--- config.mk ---
export PLATFORM = sky130hd
export DESIGN_NAME = spi_master_multi
export DESIGN_NICKNAME = d
export VERILOG_FILES = /design/src/rtl/spi_pkg.sv /design/src/rtl/spi_sck_gen.sv /design/src/rtl/spi_master_multi.sv
export SDC_FILE = /design/constraint.sdc
export NUM_CORES = 1
export LEC_CHECK = 0
export CORE_ASPECT_RATIO = 1.5
export CORE_MARGIN = 2
export CORE_UTILIZATION = 39
export CTS_CLUSTER_SIZE = 24
export DETAILED_ROUTE_END_ITERATION = 10
export DONT_BUFFER_PORTS = 1
export PLACE_DENSITY = 0.56
export SYNTH_ARGS = -nofsm -noshare
export SYNTH_HDL_FRONTEND = slang
export SYNTH_SLANG_ARGS = --single-unit
export TNS_END_PERCENT = 50
--- constraint.sdc ---
create_clock -name clk -period 1.5 [get_ports clk]
set_input_delay 0.15 -clock clk [delete_from_list [all_inputs] [get_ports clk]]
set_output_delay 0.15 -clock clk [all_outputs]
set_load 0.03 [all_outputs]
--- src/rtl/spi_pkg.sv ---
// Shared types and constants for the multi-slave SPI master.
package spi_pkg;

  typedef enum logic [1:0] {
    ST_IDLE  = 2'd0,
    ST_LEAD  = 2'd1,
    ST_XFER  = 2'd2,
    ST_TRAIL = 2'd3
  } spi_state_e;

  // SPI modes encoded as {cpol, cpha}
  localparam logic [1:0] MODE0 = 2'b00;
  localparam logic [1:0] MODE1 = 2'b01;
  localparam logic [1:0] MODE2 = 2'b10;
  localparam logic [1:0] MODE3 = 2'b11;

endpackage

--- src/rtl/spi_sck_gen.sv ---
// Half-period timer and SCK generator; strobes mark the clk edge on which SCK toggles.
module spi_sck_gen #(
  parameter int DIV_W = 8
) (
  input  logic             clk,
  input  logic             rst,
  input  logic             run,
  input  logic             toggle_en,
  input  logic [DIV_W-1:0] div,
  input  logic             cpol_idle,
  input  logic             cpol_frame,
  output logic             half_stb,
  output logic             lead_stb,
  output logic             trail_stb,
  output logic             sck
);

  logic [DIV_W-1:0] cnt_r;
  logic             toggle_s;

  assign half_stb  = run && (cnt_r == div);
  assign toggle_s  = half_stb && toggle_en;
  assign lead_stb  = toggle_s && (sck == cpol_frame);
  assign trail_stb = toggle_s && (sck != cpol_frame);

  // half-period counter, wraps at div and is held at zero between frames
  always_ff @(posedge clk) begin
    if (!rst) begin
      cnt_r <= {DIV_W{1'b0}};
    end else if (!run || half_stb) begin
      cnt_r <= {DIV_W{1'b0}};
    end else begin
      cnt_r <= cnt_r + DIV_W'(1);
    end
  end

  // SCK register: toggles on strobes in XFER, otherwise parks at the idle polarity
  always_ff @(posedge clk) begin
    if (!rst) begin
      sck <= cpol_idle;
    end else if (toggle_s) begin
      sck <= ~sck;
    end else if (toggle_en) begin
      sck <= sck;
    end else begin
      sck <= run ? cpol_frame : cpol_idle;
    end
  end

endmodule

--- src/rtl/spi_master_multi.sv ---
// SPI master with per-frame mode/bit-order/divider and NUM_CS decoded chip selects.
module spi_master_multi
  import spi_pkg::*;
#(
  parameter  int DATA_W = 16,
  parameter  int NUM_CS = 4,
  parameter  int DIV_W  = 8,
  localparam int CS_W   = (NUM_CS > 1) ? $clog2(NUM_CS) : 1
) (
  input  logic              clk,
  input  logic              rst,
  input  logic              start,
  input  logic [DATA_W-1:0] tx_data,
  input  logic [CS_W-1:0]   cs_sel,
  input  logic              cpol,
  input  logic              cpha,
  input  logic              lsb_first,
  input  logic [DIV_W-1:0]  clk_div,
  input  logic              miso,
  output logic              sck,
  output logic              mosi,
  output logic [NUM_CS-1:0] cs_n,
  output logic              busy,
  output logic              done,
  output logic [DATA_W-1:0] rx_data
);

  localparam int              BC_W     = $clog2(DATA_W);
  localparam logic [BC_W-1:0] LAST_BIT = BC_W'(DATA_W - 1);

  spi_state_e        state_r, state_next_s;
  logic [DATA_W-1:0] tx_sr_r, rx_sr_r;
  logic [CS_W-1:0]   cs_idx_r, cs_sel_eff_s;
  logic              cpol_r, cpha_r, lsb_r;
  logic [DIV_W-1:0]  div_r;
  logic [BC_W-1:0]   bit_cnt_r;

  logic              run_s, xfer_s, half_stb_s, lead_stb_s, trail_stb_s;
  logic              start_acc_s, last_trail_s, sample_s, advance_s;
  logic [NUM_CS-1:0] cs_n_next_s;
  logic              mosi_next_s, busy_next_s, done_next_s;
  logic [DATA_W-1:0] rx_data_next_s;

  function automatic logic first_bit(input logic [DATA_W-1:0] v, input logic lsb);
    return lsb ? v[0] : v[DATA_W-1];
  endfunction

  function automatic logic [DATA_W-1:0] shift_tx(input logic [DATA_W-1:0] v, input logic lsb);
    return lsb ? {1'b0, v[DATA_W-1:1]} : {v[DATA_W-2:0], 1'b0};
  endfunction

  function automatic logic [DATA_W-1:0] shift_rx(input logic [DATA_W-1:0] v, input logic b,
                                                 input logic lsb);
    return lsb ? {b, v[DATA_W-1:1]} : {v[DATA_W-2:0], b};
  endfunction

  assign run_s        = (state_r != ST_IDLE);
  assign xfer_s       = (state_r == ST_XFER);
  assign start_acc_s  = (state_r == ST_IDLE) && start;
  assign last_trail_s = trail_stb_s && (bit_cnt_r == LAST_BIT);
  // cpha=0 samples on leading edges and shifts on trailing ones; cpha=1 the reverse
  assign sample_s     = cpha_r ? trail_stb_s : lead_stb_s;
  assign advance_s    = cpha_r ? lead_stb_s : (trail_stb_s && !last_trail_s);

  spi_sck_gen #(.DIV_W(DIV_W)) u_sck_gen (
    .clk       (clk),
    .rst       (rst),
    .run       (run_s),
    .toggle_en (xfer_s),
    .div       (div_r),
    .cpol_idle (cpol),
    .cpol_frame(cpol_r),
    .half_stb  (half_stb_s),
    .lead_stb  (lead_stb_s),
    .trail_stb (trail_stb_s),
    .sck       (sck)
  );

  // state register
  always_ff @(posedge clk) begin
    if (!rst) begin
      state_r <= ST_IDLE;
    end else begin
      state_r <= state_next_s;
    end
  end

  // next-state logic
  always_comb begin
    state_next_s = state_r;
    case (state_r)
      ST_IDLE:  state_next_s = start ? ST_LEAD : ST_IDLE;
      ST_LEAD:  state_next_s = half_stb_s ? ST_XFER : ST_LEAD;
      ST_XFER:  state_next_s = last_trail_s ? ST_TRAIL : ST_XFER;
      ST_TRAIL: state_next_s = half_stb_s ? ST_IDLE : ST_TRAIL;
      default:  state_next_s = ST_IDLE;
    endcase
  end

  // next values for the registered outputs
  always_comb begin
    cs_sel_eff_s = (state_r == ST_IDLE) ? cs_sel : cs_idx_r;
    for (int i = 0; i < NUM_CS; i++) begin
      cs_n_next_s[i] = !((state_next_s != ST_IDLE) && (cs_sel_eff_s == CS_W'(i)));
    end
    busy_next_s    = (state_next_s != ST_IDLE);
    done_next_s    = (state_r == ST_TRAIL) && half_stb_s;
    rx_data_next_s = done_next_s ? rx_sr_r : rx_data;
    mosi_next_s    = 1'b0;
    case (state_r)
      ST_IDLE:  mosi_next_s = (start && !cpha) ? first_bit(tx_data, lsb_first) : 1'b0;
      ST_LEAD:  mosi_next_s = mosi;
      ST_XFER:  mosi_next_s = advance_s ? first_bit(tx_sr_r, lsb_r) : mosi;
      ST_TRAIL: mosi_next_s = half_stb_s ? 1'b0 : mosi;
      default:  mosi_next_s = 1'b0;
    endcase
  end

  // output registers
  always_ff @(posedge clk) begin
    if (!rst) begin
      cs_n    <= {NUM_CS{1'b1}};
      mosi    <= 1'b0;
      busy    <= 1'b0;
      done    <= 1'b0;
      rx_data <= {DATA_W{1'b0}};
    end else begin
      cs_n    <= cs_n_next_s;
      mosi    <= mosi_next_s;
      busy    <= busy_next_s;
      done    <= done_next_s;
      rx_data <= rx_data_next_s;
    end
  end

  // frame settings captured at start, plus shift registers and bit counter
  always_ff @(posedge clk) begin
    if (!rst) begin
      tx_sr_r   <= {DATA_W{1'b0}};
      rx_sr_r   <= {DATA_W{1'b0}};
      cs_idx_r  <= {CS_W{1'b0}};
      cpol_r    <= 1'b0;
      cpha_r    <= 1'b0;
      lsb_r     <= 1'b0;
      div_r     <= {DIV_W{1'b0}};
      bit_cnt_r <= {BC_W{1'b0}};
    end else if (start_acc_s) begin
      // with cpha=0 the first bit goes straight to mosi, so the register starts pre-shifted
      tx_sr_r   <= cpha ? tx_data : shift_tx(tx_data, lsb_first);
      rx_sr_r   <= {DATA_W{1'b0}};
      cs_idx_r  <= cs_sel;
      cpol_r    <= cpol;
      cpha_r    <= cpha;
      lsb_r     <= lsb_first;
      div_r     <= clk_div;
      bit_cnt_r <= {BC_W{1'b0}};
    end else begin
      tx_sr_r   <= advance_s ? shift_tx(tx_sr_r, lsb_r) : tx_sr_r;
      rx_sr_r   <= sample_s ? shift_rx(rx_sr_r, miso, lsb_r) : rx_sr_r;
      bit_cnt_r <= trail_stb_s ? bit_cnt_r + BC_W'(1) : bit_cnt_r;
    end
  end

endmodule

==> run metrics, run 1 <==
final worst slack=-0.190 ns; # diodes=0; Synth top area share=40.0%; layout cells sized above 1=between 20% and 30%; gpl congestion=slightly above 0.8; Layout Area Growth over Synthesis=31.1%; CTS Buf Count=9; launch point of the worst reg-to-reg path=div_r[5]$_SDFFE_PN0P_; Cell Pwr Density=around 1100 mW/mm^2; Hold Path Class=in -> reg; routed vias=about 3.5k; Port Buffers=0; initial DRC count=~110; Setup violations, final=60; placed cells=614; Synth Instances=between 400 and 500; critical path data arrival time=~1.9 ns; worst path buffer plus inverter count=3; Synth Area in Adders=less than 1%; CP startpoint=div_r[5]$_SDFFE_PN0P_; Crit. End Element=register; min Tclk post-route=around 1.7 ns; Initial Utilization=between 40% and 50%; crit-path most repeated cell=buf_4; Compound-Gate Fraction of Synth Area=about 15%; Ys Warns=0; Site Rows=45; crit-path max FO=8; H-tree levels=3; largest family of logic cells by synthesized area=simple AND/OR/NAND/NOR gates; Crit Path Class=reg -> reg; violated checks=negative setup slack; CP peak stage delay=~0.35 ns; # fillers=929; CP endpoint=rx_sr_r[14]$_SDFFE_PP0P_; number of synthesized register bits=83; clock skew=0.00950 ns; largest area contributor in the netlist=dfxtp_1; commonest non-fill, non-tap cell in the layout=dfxtp_1; Worst Path Required=1.73 ns; die area=around 0.011 sq mm; average wire per standard cell=between 15 and 20 um; Worst Tran Pin Value=roughly 0.48 ns; TritonCTS clock tree=built; slowest stage cell, crit path=dfxtp_2; ranking of synthesized cells by area=dfxtp_1 40%, mux2i_1 12%, nand2_1 6.0%; Final Max Tran Viols=0; post-synthesis cell area=approximately 0.004 sq mm; GR Overflow Total=0; DRT Wirelength=10200 um; leakage power=~1.8 nW; final worst-path cycle share=113%; Rel. slew slack=68.1%; post-DP HPWL=between 6000 and 7000 um; I/O Pins=between 50 and 60; most frequent cells in the layout=73 x dfxtp_1, 64 x nand2_1, 50 x mux2i_1; TritonRoute pass-1 iters=4; Fin Hold WS=about 0.0028 ns; largest net degree at the start of global routing=39; post-synthesis mux area share=between 10 and 15%; final core utilization=52.8%; IR drop worst, VDD=between 0.0006 and 0.0007 V; max-cap violations=0; post-route ant nets=0; Post-Synth XOR/XNOR Area=4.03%; outcome=complete, but fails checks; CTS sink count=between 80 and 90; Core ar.=~0.010 sq mm; worst reg2reg path depth=7; Syn Area/Cell=approximately 8.8 sq um; final-stage net count=~550; die width=just under 90 um; vias in the first global route=approximately 3.4k; RR Endpoint=rx_sr_r[14]$_SDFFE_PP0P_; r2r setup slk=-0.19 ns; crit-path cells=xnor2_2, nand4_1, buf_4, nor4_4, buf_4, clkbuf_16, a211oi_1; via/cell ratio=between 5 and 6; clk buf depth=2; Unique masters post-synth=42; CP Launch Type=register; RSZ-0062 raised after global routing=yes; setup TNS=-7.71 ns; worst skew pair latency=roughly 0.34 ns; Crit path max-delay family=buffers and inverters; Tot GR Track Use=between 10% and 20%; pre-CTS setup slack=-0.285 ns; top achievable clock speed=592 MHz; CTS Root Buffer Type=clkbuf_16; sequential area share after synthesis=between 40% and 50%; chip height=roughly 130 um; Net Count, Synth=~500; Synth Area in Simple Gates=between 20% and 30%; Residual DRC=0; Crit path depth=7; clk slew on worst S/H paths=approximately 0.06 ns; final hold vios=0; initial antenna violation count=0; first-pass GRT wire length=16100 um; Post-Layout Cell Count=around 660
layout make-up:
type                            count  area (sq um)  area share (%)
Timing Repair Buffer               70           708            13.2
Tap cell                          141           176            3.28
Clock inverter                      5          85.1            1.58
Sequential cell                    83          1680            31.3
Clock buffer                       10           239            4.44
Inverter                            2          7.51           0.140
Multi-Input combinational cell    345          2480            46.1
timing repair:
item / in CTS / in global routing
gates cloned: 1 / 3
pin swaps: 14 / 14
endpoints found under the hold margin: 39 / 0
hold buffers: 13 / 0
setup endpoints to repair: 69 / 71
gates resized for setup: 17 / 45
setup buffers: 5 / 5
power breakdown:
| part | leakage, nW | internal [mW] | switching [mW] |
|---|---|---|---|
| Clock | 0.156 | 1.51 | 0.902 |
| Combinational | 1.01 | 0.565 | 0.566 |
| Sequential | 0.681 | 2.33 | 0.138 |
routing by layer:
metal,share of wire (%),vias up,GRT usage [%]
met5,0,-,0
met4,2.4,0,8.60
met3,3.7,17,3.31
met2,51,64,31.8
met1,43,1646,20.6
li1,-,1756,-
sequential cells by signal (all words and copies together) (netlist names), 2 cells and up:
name / flops
bit_cnt_r: 4
rx_data: 16
cs_idx_r: 2
rx_sr_r: 16
div_r: 8
state_r: 2
tx_sr_r: 16
cs_n: 4
u_sck_gen.cnt_r: 8
worst register-to-register path: stages, from the launching register on:
cell and delay, ns:
dfxtp_2 0.35, xnor2_2 0.18, nand4_1 0.13, buf_4 0.17, nor4_4 0.33, buf_4 0.20, clkbuf_16 0.16, a211oi_1 0.06
Yosys cell counts:
cell / n
a211oi_1: 16
inv_1: 2
and4_1: 2
nand4_2: 1
xor2_2: 1
nand2_1: 66
o31ai_1: 1
buf_1: 1
and3_1: 3
nor3_1: 4
and2_0: 1
and2_1: 2
nand2b_1: 15
clkbuf_1: 26
a21oi_1: 5
nor4_4: 1
nor3b_1: 5
nand4_1: 19
buf_6: 1
o21ai_0: 24
a21boi_0: 13
xnor2_1: 13
a31oi_1: 3
o211ai_1: 14
or3_1: 3
nor2_1: 31
mux2i_1: 50
a22o_1: 1
or3b_1: 1
nor4b_1: 1
nor2b_1: 17
ha_1: 2
o2111ai_1: 14
dfxtp_1: 82
edfxtp_1: 1
nand3_1: 9
xor2_1: 4
a21boi_1: 1
buf_2: 7
mux2_2: 1
or2_2: 1
buf_4: 3
how the worst min path moves through the flow:
stage	startpoint	endpoint	slack (ns)	depth (start not counted)
finish	cs_sel[1]	cs_n[0]$_SDFF_PN1_	0.003	2
global route	cs_sel[1]	cs_n[0]$_SDFF_PN1_	0.003	2
CTS	rst	tx_sr_r[1]$_SDFFE_PN0P_	0.002	2
detailed placement	rst	done$_SDFF_PN0_	0.29	1
global placement	rst	state_r[1]$_SDFF_PN0_	0.28	1
floorplan	cpol	cpol_r$_SDFFE_PN0P_	0.29	2
cell families after synthesis:
group                      Yosys count
AOI/OAI and AO/OA                   92
muxes                               51
DFF                                 83
xor gates and xnor gates            18
and+or+nand+nor                    182
adders and majority gates            2
buffers and inverters               40
through the flow:
stage	total power, mW	cell area [sq um]
after floorplan	3.12	4130
after CTS	5.94	5110
after detailed placement	3.40	4490
after global routing	6.27	5380
after global placement	3.38	4490
final	6.01	5380
No activity file was read; power rests on OpenSTA's default activity.
==> run 2, diff against run 1 <==
Settings changed: GPL_TIMING_DRIVEN set to 0.
==> run metrics, run 2 (synthesis gave the netlist of run 1 again) <==
clock skew=between 0.005 and 0.006 ns; biggest regs=rx_data: 16 flops, rx_sr_r: 16 flops, tx_sr_r: 16 flops; TritonCTS clock tree=built; vias in the first global route=about 3.5k; outcome=complete, but fails checks; RR Endpoint=tx_sr_r[12]$_SDFFE_PN0P_; Worst Hold Path EP=cs_n[1]$_SDFF_PN1_; die area=~0.011 sq mm; DRT Wirelength=approximately 11000 um; I/O Pins=between 50 and 60; Layout Area Growth over Synthesis=29.7%; met2 Use GR=around 35%; Rel. slew slack=between 50% and 60%; CTS Buf Count=9; average wire per standard cell=approximately 16 um; final worst-path cycle share=130%; CTS Root Buffer Type=clkbuf_16; initial antenna violation count=0; Tot GR Track Use=between 10% and 20%; first-pass GRT wire length=approximately 17000 um; Worst Tran Pin Value=between 0.7 and 0.8 ns; Int Power=4.38 mW; largest net degree at the start of global routing=15; CTS sink count=slightly above 80; Fin Hold WS=-0.00297 ns; Initial Utilization=40.2%; post-route ant nets=0; Crit. End Element=register; chip height=around 130 um; leakage power=around 1.8 nW; Net Sw Power=1.61 mW; gpl congestion=a little over 0.8; worst skew pair latency=roughly 0.33 ns; final worst slack=-0.453 ns; worst hold start=cs_sel[1]; top achievable clock speed=512 MHz; post-DP HPWL=~7400 um; Net Sw Frac=a little over a quarter; Comb pwr share=about 17%; max-cap violations=0; Clk network pwr share=between 40% and 50%; placed inst area=around 0.0043 sq mm; routed vias=roughly 3.5k; setup TNS=-16.45 ns; crit-path max FO=10; Cell Pwr Density=around 1100 mW/mm^2; RSZ-0062 raised after global routing=yes; # diodes=0; Hold Path Class=in -> reg; Core ar.=0.0102 sq mm; IR drop worst, VDD=approximately 0.00067 V; clk buf depth=2; r2r setup slk=-0.45 ns; clk slew on worst S/H paths=0.06 ns; most frequent cells in the layout=72 x dfxtp_1, 65 x nand2_1, 50 x mux2i_1; violated checks=negative hold slack, negative setup slack; Site Rows=45; H-tree levels=3; M1 GR Usage=between 20% and 30%; area of the multi-input gates=about 0.0025 sq mm; met3 Use GR=under 10%; launch point of the worst reg-to-reg path=u_sck_gen.sck$_DFFE_PP_; initial DRC count=183; GR peak layer=met2; Port Buffers=0; commonest non-fill, non-tap cell in the layout=dfxtp_1; final-stage net count=~550; final hold vios=1; via/cell ratio=around 5.3; Worst Path Required=around 1.8 ns; layout cells sized above 1=between 20% and 30%; min Tclk post-route=1.95 ns; Final Max Tran Viols=0; post-route cell area=0.00532 sq mm; Residual DRC=0; Setup violations, final=60; GR Overflow Total=0; CP Launch Type=register; die width=87.7 um; register area=0.00169 sq mm; placed cells=slightly above 600; Sequential Power Share=about two fifths; worst reg2reg path depth=7; # fillers=934; Hold Path Depth=2; final core utilization=roughly 52%; TritonRoute pass-1 iters=4; Crit Path Class=reg -> reg; critical path data arrival time=roughly 2.2 ns; Post-Layout Cell Count=656
## run 2: cell count changes in the layout (fill, tap and decap cells not counted), sizes merged
cell / before / now
buf: 56 / 32
clkbuf: 12 / 36
clkinv: 0 / 3
clkinvlp: 1 / 0
inv: 4 / 2
## run 2: timing repair
item	4_1_cts	5_1_grt
resized for setup	34	74
buffers inserted	5	14
endpoints found under the setup margin	82	79
cloned	1	0
pin swaps	11	20
hold buffers	11	1
endpoints found under the hold margin	12	1
## run 2: layout make-up
cell class                      count  area share, %
Multi-Input combinational cell    345           47.7
Sequential cell                    83           31.7
Timing Repair Buffer               32           6.09
Clock buffer                       11           4.96
Buffer                             37           4.52
Tap cell                          141           3.32
Clock inverter                      5           1.55
Inverter                            2          0.141
## run 2: routing by layer
layer  vias to the layer above  share of wire [%]
li1                       1751                  -
met1                      1671                 41
met2                        68                 53
met3                         6                4.7
met4                         0                1.1
met5                         -                  0
## run 2: stage by stage
step / total power [mW] / setup slack (ns) / hold WS (ns)
after floorplan: 3.12 / -0.210 / 0.295
after global placement: 3.31 / -0.695 / 0.298
after detailed placement: 3.32 / -0.712 / 0.306
after CTS: 5.92 / -0.451 / 0.00254
after global routing: 6.23 / -0.551 / 0.00997
final: 5.99 / -0.453 / -0.00297
## run 2: worst max-delay path by stage
stage                                          end  cells after the start  slack, ns                     from
final                     tx_sr_r[12]$_SDFFE_PN0P_                      7      -0.45  u_sck_gen.sck$_DFFE_PP_
after global routing      tx_sr_r[12]$_SDFFE_PN0P_                      7      -0.55  u_sck_gen.sck$_DFFE_PP_
after CTS                  tx_sr_r[6]$_SDFFE_PN0P_                      7      -0.45  u_sck_gen.sck$_DFFE_PP_
after detailed placement   tx_sr_r[0]$_SDFFE_PN0P_                      6      -0.71    state_r[1]$_SDFF_PN0_
after floorplan           tx_sr_r[15]$_SDFFE_PN0P_                      5      -0.21  u_sck_gen.sck$_DFFE_PP_
after global placement     tx_sr_r[0]$_SDFFE_PN0P_                      6      -0.70    state_r[1]$_SDFF_PN0_
## run 2: critical path: stages, from the launching register on
cell	delay, ns
edfxtp_1	0.64
xor2_4	0.27
buf_6	0.14
mux2_4	0.31
nand4_4	0.10
clkbuf_8	0.19
nand4_1	0.10
o211ai_1	0.13
## run 2: power groups by stage
| stage | sequential [mW] | combinational (mW) | clock [mW] |
|---|---|---|---|
| floorplan | 2.48 | 0.640 | 0 |
| global placement | 2.51 | 0.805 | 0 |
| detailed placement | 2.51 | 0.816 | 0 |
| CTS | 2.48 | 0.900 | 2.54 |
| global route | 2.50 | 1.12 | 2.61 |
| finish | 2.49 | 1.03 | 2.48 |
==> run 3, diff against run 2 <==
Settings changed: SLEW_MARGIN set to 10.
==> results of run 3 <==
Same layout as run 2: the final DEF is identical, and so are final timing and power.
==> patch 1 (settings of run 1) <==
Change the parameter `NUM_CS` from 4 to 8.
--- a/src/rtl/spi_master_multi.sv
+++ b/src/rtl/spi_master_multi.sv
@@ -3,7 +3,7 @@
   import spi_pkg::*;
 #(
   parameter  int DATA_W = 16,
-  parameter  int NUM_CS = 4,
+  parameter  int NUM_CS = 8,
   parameter  int DIV_W  = 8,
   localparam int CS_W   = (NUM_CS > 1) ? $clog2(NUM_CS) : 1
 ) (
Interface: changed (resized cs_n and cs_sel); port bits go from 57 to 62. The function was not compared with the original's and may differ.
==> patch 1 against run 1 <==
The flow still finishes with violations (setup timing). Count of clock-buffer cells in the layout up 1. Setup slack worse by 73 ps. Total power up 3.5%. Wire length up 6.2%. Sequential cell count up 5. Final area up 7.4%. Fmax down 4.2%. Synthesized area up 5.2%. Sequential share of layout area down 0.41 points. Worst hold slack better by 16 ps. Largest cell class unchanged. Largest power group unchanged. Highest routed layer unchanged.
==> patch 1: results (changes against run 1) <==
\begin{tabular}{lr}
\hline
Metric & Value \\
\hline
\multicolumn{2}{l}{\textbf{STA}} \\
Final TNS setup & -9213 ps (was -7708 ps) \\
Fin worst setup slack & -263.3 ps (was -189.9 ps) \\
Worst-Margin Slew & 366.0 ps (was 479.0 ps) \\
Worst clock skew & 8.877 ps (was 9.497 ps) \\
Final setup fails & 68 (was 60) \\
\multicolumn{2}{l}{\textbf{Run status}} \\
Failing checks & setup timing (unchanged) \\
Status & finished, violations left (unchanged) \\
\multicolumn{2}{l}{\textbf{Placement}} \\
Placer's final routability congestion estimate & 0.7642 (was 0.8169) \\
Detailed Place HPWL & 6636 um (was 6686 um) \\
Worst setup slack after placement & -271.4 ps (was -284.6 ps) \\
\multicolumn{2}{l}{\textbf{Synthesis}} \\
Most area-consuming cells after synthesis & sky130\_fd\_sc\_hd\_\_dfxtp\_1 40\%, sky130\_fd\_sc\_hd\_\_mux2i\_1 12\%, sky130\_fd\_sc\_hd\_\_nand2\_1 5.7\% (was sky130\_fd\_sc\_hd\_\_dfxtp\_1 40\%, sky130\_fd\_sc\_hd\_\_mux2i\_1 12\%, sky130\_fd\_sc\_hd\_\_nand2\_1 6.0\%) \\
Fraction of the mapped netlist area in compound gates & 15.31\% (was 15.44\%) \\
Portion of netlist area occupied by mux cells & 12.18\% (was 12.48\%) \\
Commonest cells in the netlist & 87 x sky130\_fd\_sc\_hd\_\_dfxtp\_1, 66 x sky130\_fd\_sc\_hd\_\_nand2\_1, 51 x sky130\_fd\_sc\_hd\_\_mux2i\_1 (was 82 x sky130\_fd\_sc\_hd\_\_dfxtp\_1, 66 x sky130\_fd\_sc\_hd\_\_nand2\_1, 50 x sky130\_fd\_sc\_hd\_\_mux2i\_1) \\
Sequential area share after synthesis & 41.07\% (was 40.76\%) \\
Synthesized-area fraction occupied by adder cells & 0.5800\% (was 0.6101\%) \\
\multicolumn{2}{l}{\textbf{Pwr}} \\
Combinational Power Share & 19.6\% (was 18.8\%) \\
Internal power & 4.515 mW (was 4.400 mW) \\
Max VDD drop & 0.5779 mV (was 0.6065 mV) \\
\multicolumn{2}{l}{\textbf{Drt}} \\
Routed met3 length & 417 um (was 374 um) \\
Met1 Wirelength & 4486 um (was 4341 um) \\
Routed length on met2 & 5686 um (was 5213 um) \\
Average wire per standard cell & 15.78 um (was 15.51 um) \\
\multicolumn{2}{l}{\textbf{Final layout}} \\
Fraction of final layout cells with drive strength greater than 1 & 24.54\% (was 24.08\%) \\
\multicolumn{2}{l}{\textbf{Global route}} \\
Number of global-route vias before repair & 3536 (was 3376) \\
GR Util met3 & 3.986\% (was 3.312\%) \\
Global routing usage on met1 & 19.81\% (was 20.64\%) \\
Wire length of the first global-routing pass & 17130 um (was 16150 um) \\
\hline
\end{tabular}
==> patch 1: what timing repair did <==
action                     4_1_cts  5_1_grt
setup buffers                    5        6
resized for setup               22       54
gates cloned                     4        4
hold buffers                    16        0
pin swaps                        9       43
hold endpoints to repair        39        0
setup endpoints to repair       75       87
==> patch 1: metrics by stage <==
stage | hold slack, ps | power (mW)
4_1_cts | 2.850 | 6.161
3_5_place_dp | 289.5 | 3.633
2_1_floorplan | 294.9 | 3.327
5_1_grt | 21.74 | 6.493
3_3_place_gp | 280.6 | 3.610
6_report | 18.77 | 6.214
==> patch 1: area by class of cell <==
type	count	area [um2]	area share, %
tap	147	183.9	3.184
clock buffer	11	264.0	4.570
multi-input combinational	355	2605	45.09
sequential	88	1784	30.89
clock inverter	5	61.31	1.061
timing repair buffer	75	863.3	14.94
inverter	4	15.01	0.2599
==> patch 1: worst paths after layout <==
| path | slack [ps] | from | endpoint |
|---|---|---|---|
| setup / recovery | -260 | u_sck_gen.sck | rx_sr_r[8] |
| hold / removal | 20 | rst | tx_sr_r[4] |
| setup reg to reg | -260 | u_sck_gen.sck | rx_sr_r[8] |
| hold reg to reg | 470 | cs_idx_r[2] | cs_idx_r[2] |
==> patch 1: worst max-delay path, cell delays in order (launching register included) <==
cell	delay, ps
sky130_fd_sc_hd__edfxtp_1	460
sky130_fd_sc_hd__xor2_4	260
sky130_fd_sc_hd__xor2_2	230
sky130_fd_sc_hd__nor4_4	50
sky130_fd_sc_hd__buf_4	160
sky130_fd_sc_hd__buf_6	130
sky130_fd_sc_hd__clkbuf_16	170
sky130_fd_sc_hd__a211oi_4	210
==> patch 2 (settings of run 1) <==
Made on the original files. The 4 states of `spi_state_e` get a one-hot encoding in 4 bits.
--- a/src/rtl/spi_pkg.sv
+++ b/src/rtl/spi_pkg.sv
@@ -1,11 +1,11 @@
 // Shared types and constants for the multi-slave SPI master.
 package spi_pkg;
 
-  typedef enum logic [1:0] {
-    ST_IDLE  = 2'd0,
-    ST_LEAD  = 2'd1,
-    ST_XFER  = 2'd2,
-    ST_TRAIL = 2'd3
+  typedef enum logic [3:0] {
+    ST_IDLE  = 4'b0001,
+    ST_LEAD  = 4'b0010,
+    ST_XFER  = 4'b0100,
+    ST_TRAIL = 4'b1000
   } spi_state_e;
 
   // SPI modes encoded as {cpol, cpha}
Function: same outputs for any inputs over 10 cycles, from zero or initial values and one cycle with rst low; not proved beyond that.
==> patch 2 against run 1 <==
The flow finishes with violations (hold timing, setup timing). Setup slack worse by 120 ps. Clock skew is 2.7 ps lower. Synthesized cell count is 0.43% lower. Total power is 1.9% higher. Global-route usage is 1.4 points higher. Combinational power is 7% lower. Final area is 11% higher. Synthesized area is 1.5% higher. Final cell count is 4.0% higher. Sequential cell count is 2 higher. Wire length is 11% higher. Sequential power is 2% lower. Largest cell class unchanged. Highest routed layer unchanged.
==> patch 2: results (changes against run 1) <==
\begin{tabular}{lr}
\hline
Metric & Value \\
\hline
\multicolumn{2}{l}{\textbf{Clock tree}} \\
Sink Count & 85 (was 83) \\
Post-CTS setup buffer count & 16 (was 5) \\
\multicolumn{2}{l}{\textbf{Placement}} \\
Detailed Place HPWL & 6914 um (was 6686 um) \\
Post-Place Cell Area & 4609 um2 (was 4492 um2) \\
\multicolumn{2}{l}{\textbf{Synthesis}} \\
Number of nets in the synthesized netlist & 501 (was 503) \\
Sequential area share after synthesis & 41.13\% (was 40.76\%) \\
Mean cell area of the mapped netlist & 8.930 um2 (was 8.764 um2) \\
\multicolumn{2}{l}{\textbf{Run status}} \\
Failing checks & hold timing, setup timing (was setup timing) \\
Status & finished, violations left (unchanged) \\
\multicolumn{2}{l}{\textbf{STA}} \\
Hold\_ws & -35.19 ps (was 2.811 ps) \\
Final setup fails & 76 (was 60) \\
Fin worst setup slack & -306.3 ps (was -189.9 ps) \\
Final hold violations & 5 (was 0) \\
Worst clock skew & 6.798 ps (was 9.497 ps) \\
\multicolumn{2}{l}{\textbf{Pwr}} \\
Max VDD drop & 0.7478 mV (was 0.6065 mV) \\
Switching share of power & 24.47\% (was 26.74\%) \\
\multicolumn{2}{l}{\textbf{Final layout}} \\
Area of the multi-input gates & 2665 um2 (was 2477 um2) \\
Clk\_buf instances & 11 (was 10) \\
Final Net Count & 568 (was 546) \\
Non-Clock Buffer Area Fraction & 17.49\% (was 13.17\%) \\
Non-filler cells, final & 682 (was 656) \\
\multicolumn{2}{l}{\textbf{Critical path}} \\
Depth of the most critical reg-to-reg path & 8 (was 7) \\
Critical path's slowest cell & sky130\_fd\_sc\_hd\_\_edfxtp\_1 (was sky130\_fd\_sc\_hd\_\_dfxtp\_2) \\
Top cell family by delay on the critical path & flip-flops (was buffers and inverters) \\
\multicolumn{2}{l}{\textbf{Drt}} \\
Initial detailed-routing violation count & 194 (was 111) \\
Vias post-DR & 3692 (was 3483) \\
\multicolumn{2}{l}{\textbf{Global route}} \\
Wire length of the first global-routing pass & 17600 um (was 16150 um) \\
Overall track demand over capacity in global routing & 19.45\% (was 18.04\%) \\
\multicolumn{2}{l}{\textbf{Hold path}} \\
Min-Delay Startpoint & rst (was cs\_sel[1]) \\
\hline
\end{tabular}
[patch 2: changes by cell type after synthesis, sizes merged, moves of 16 or more]
| cell | delta |
|---|---|
| nand3 | +16 |
| a21oi | +28 |
| nor2b | -16 |
| nor2 | +30 |
| nand2 | -29 |
[patch 2: power by group through the flow]
| stage | clock [mW] | combinational (mW) | sequential (mW) |
|---|---|---|---|
| finish | 2.64 | 1.05 | 2.43 |
| global route | 2.75 | 1.13 | 2.44 |
| CTS | 2.68 | 0.907 | 2.43 |
| detailed placement | 0 | 0.667 | 2.47 |
| global placement | 0 | 0.657 | 2.46 |
| floorplan | 0 | 0.482 | 2.46 |
[patch 2: logic make-up (layout without fill, tap and decap cells)]
| kind of cell | after synthesis | count (layout) | share of synthesized area, % |
|---|---|---|---|
| buf+inv | 43 | 115 | 4.480 |
| mux | 66 | 66 | 16.33 |
| fa+ha+maj | 2 | 2 | 0.6012 |
| flops | 85 | 85 | 41.13 |
| simple gates | 165 | 165 | 20.08 |
| compound gates | 87 | 87 | 13.41 |
| xor+xnor | 18 | 18 | 3.969 |
[patch 2: how the worst max path moves through the flow]
stage | start | endpoint | slack (ps) | depth (start not counted)
finish | u_sck_gen.sck | tx_sr_r[10] | -310 | 8
global route | div_r[0] | tx_sr_r[9] | -420 | 8
CTS | u_sck_gen.sck | rx_sr_r[1] | -230 | 7
detailed placement | state_r[1] | tx_sr_r[10] | -330 | 5
global placement | state_r[1] | tx_sr_r[15] | -250 | 6
floorplan | u_sck_gen.sck | tx_sr_r[15] | -270 | 6
[patch 2: layer usage]
layer	global-route usage, %	share of wire [%]	vias to the layer above
met5	0	0	-
met4	9.626	2.4	0
met3	3.832	4.0	18
met2	35.38	54	84
met1	21.08	39	1780
li1	-	-	1810
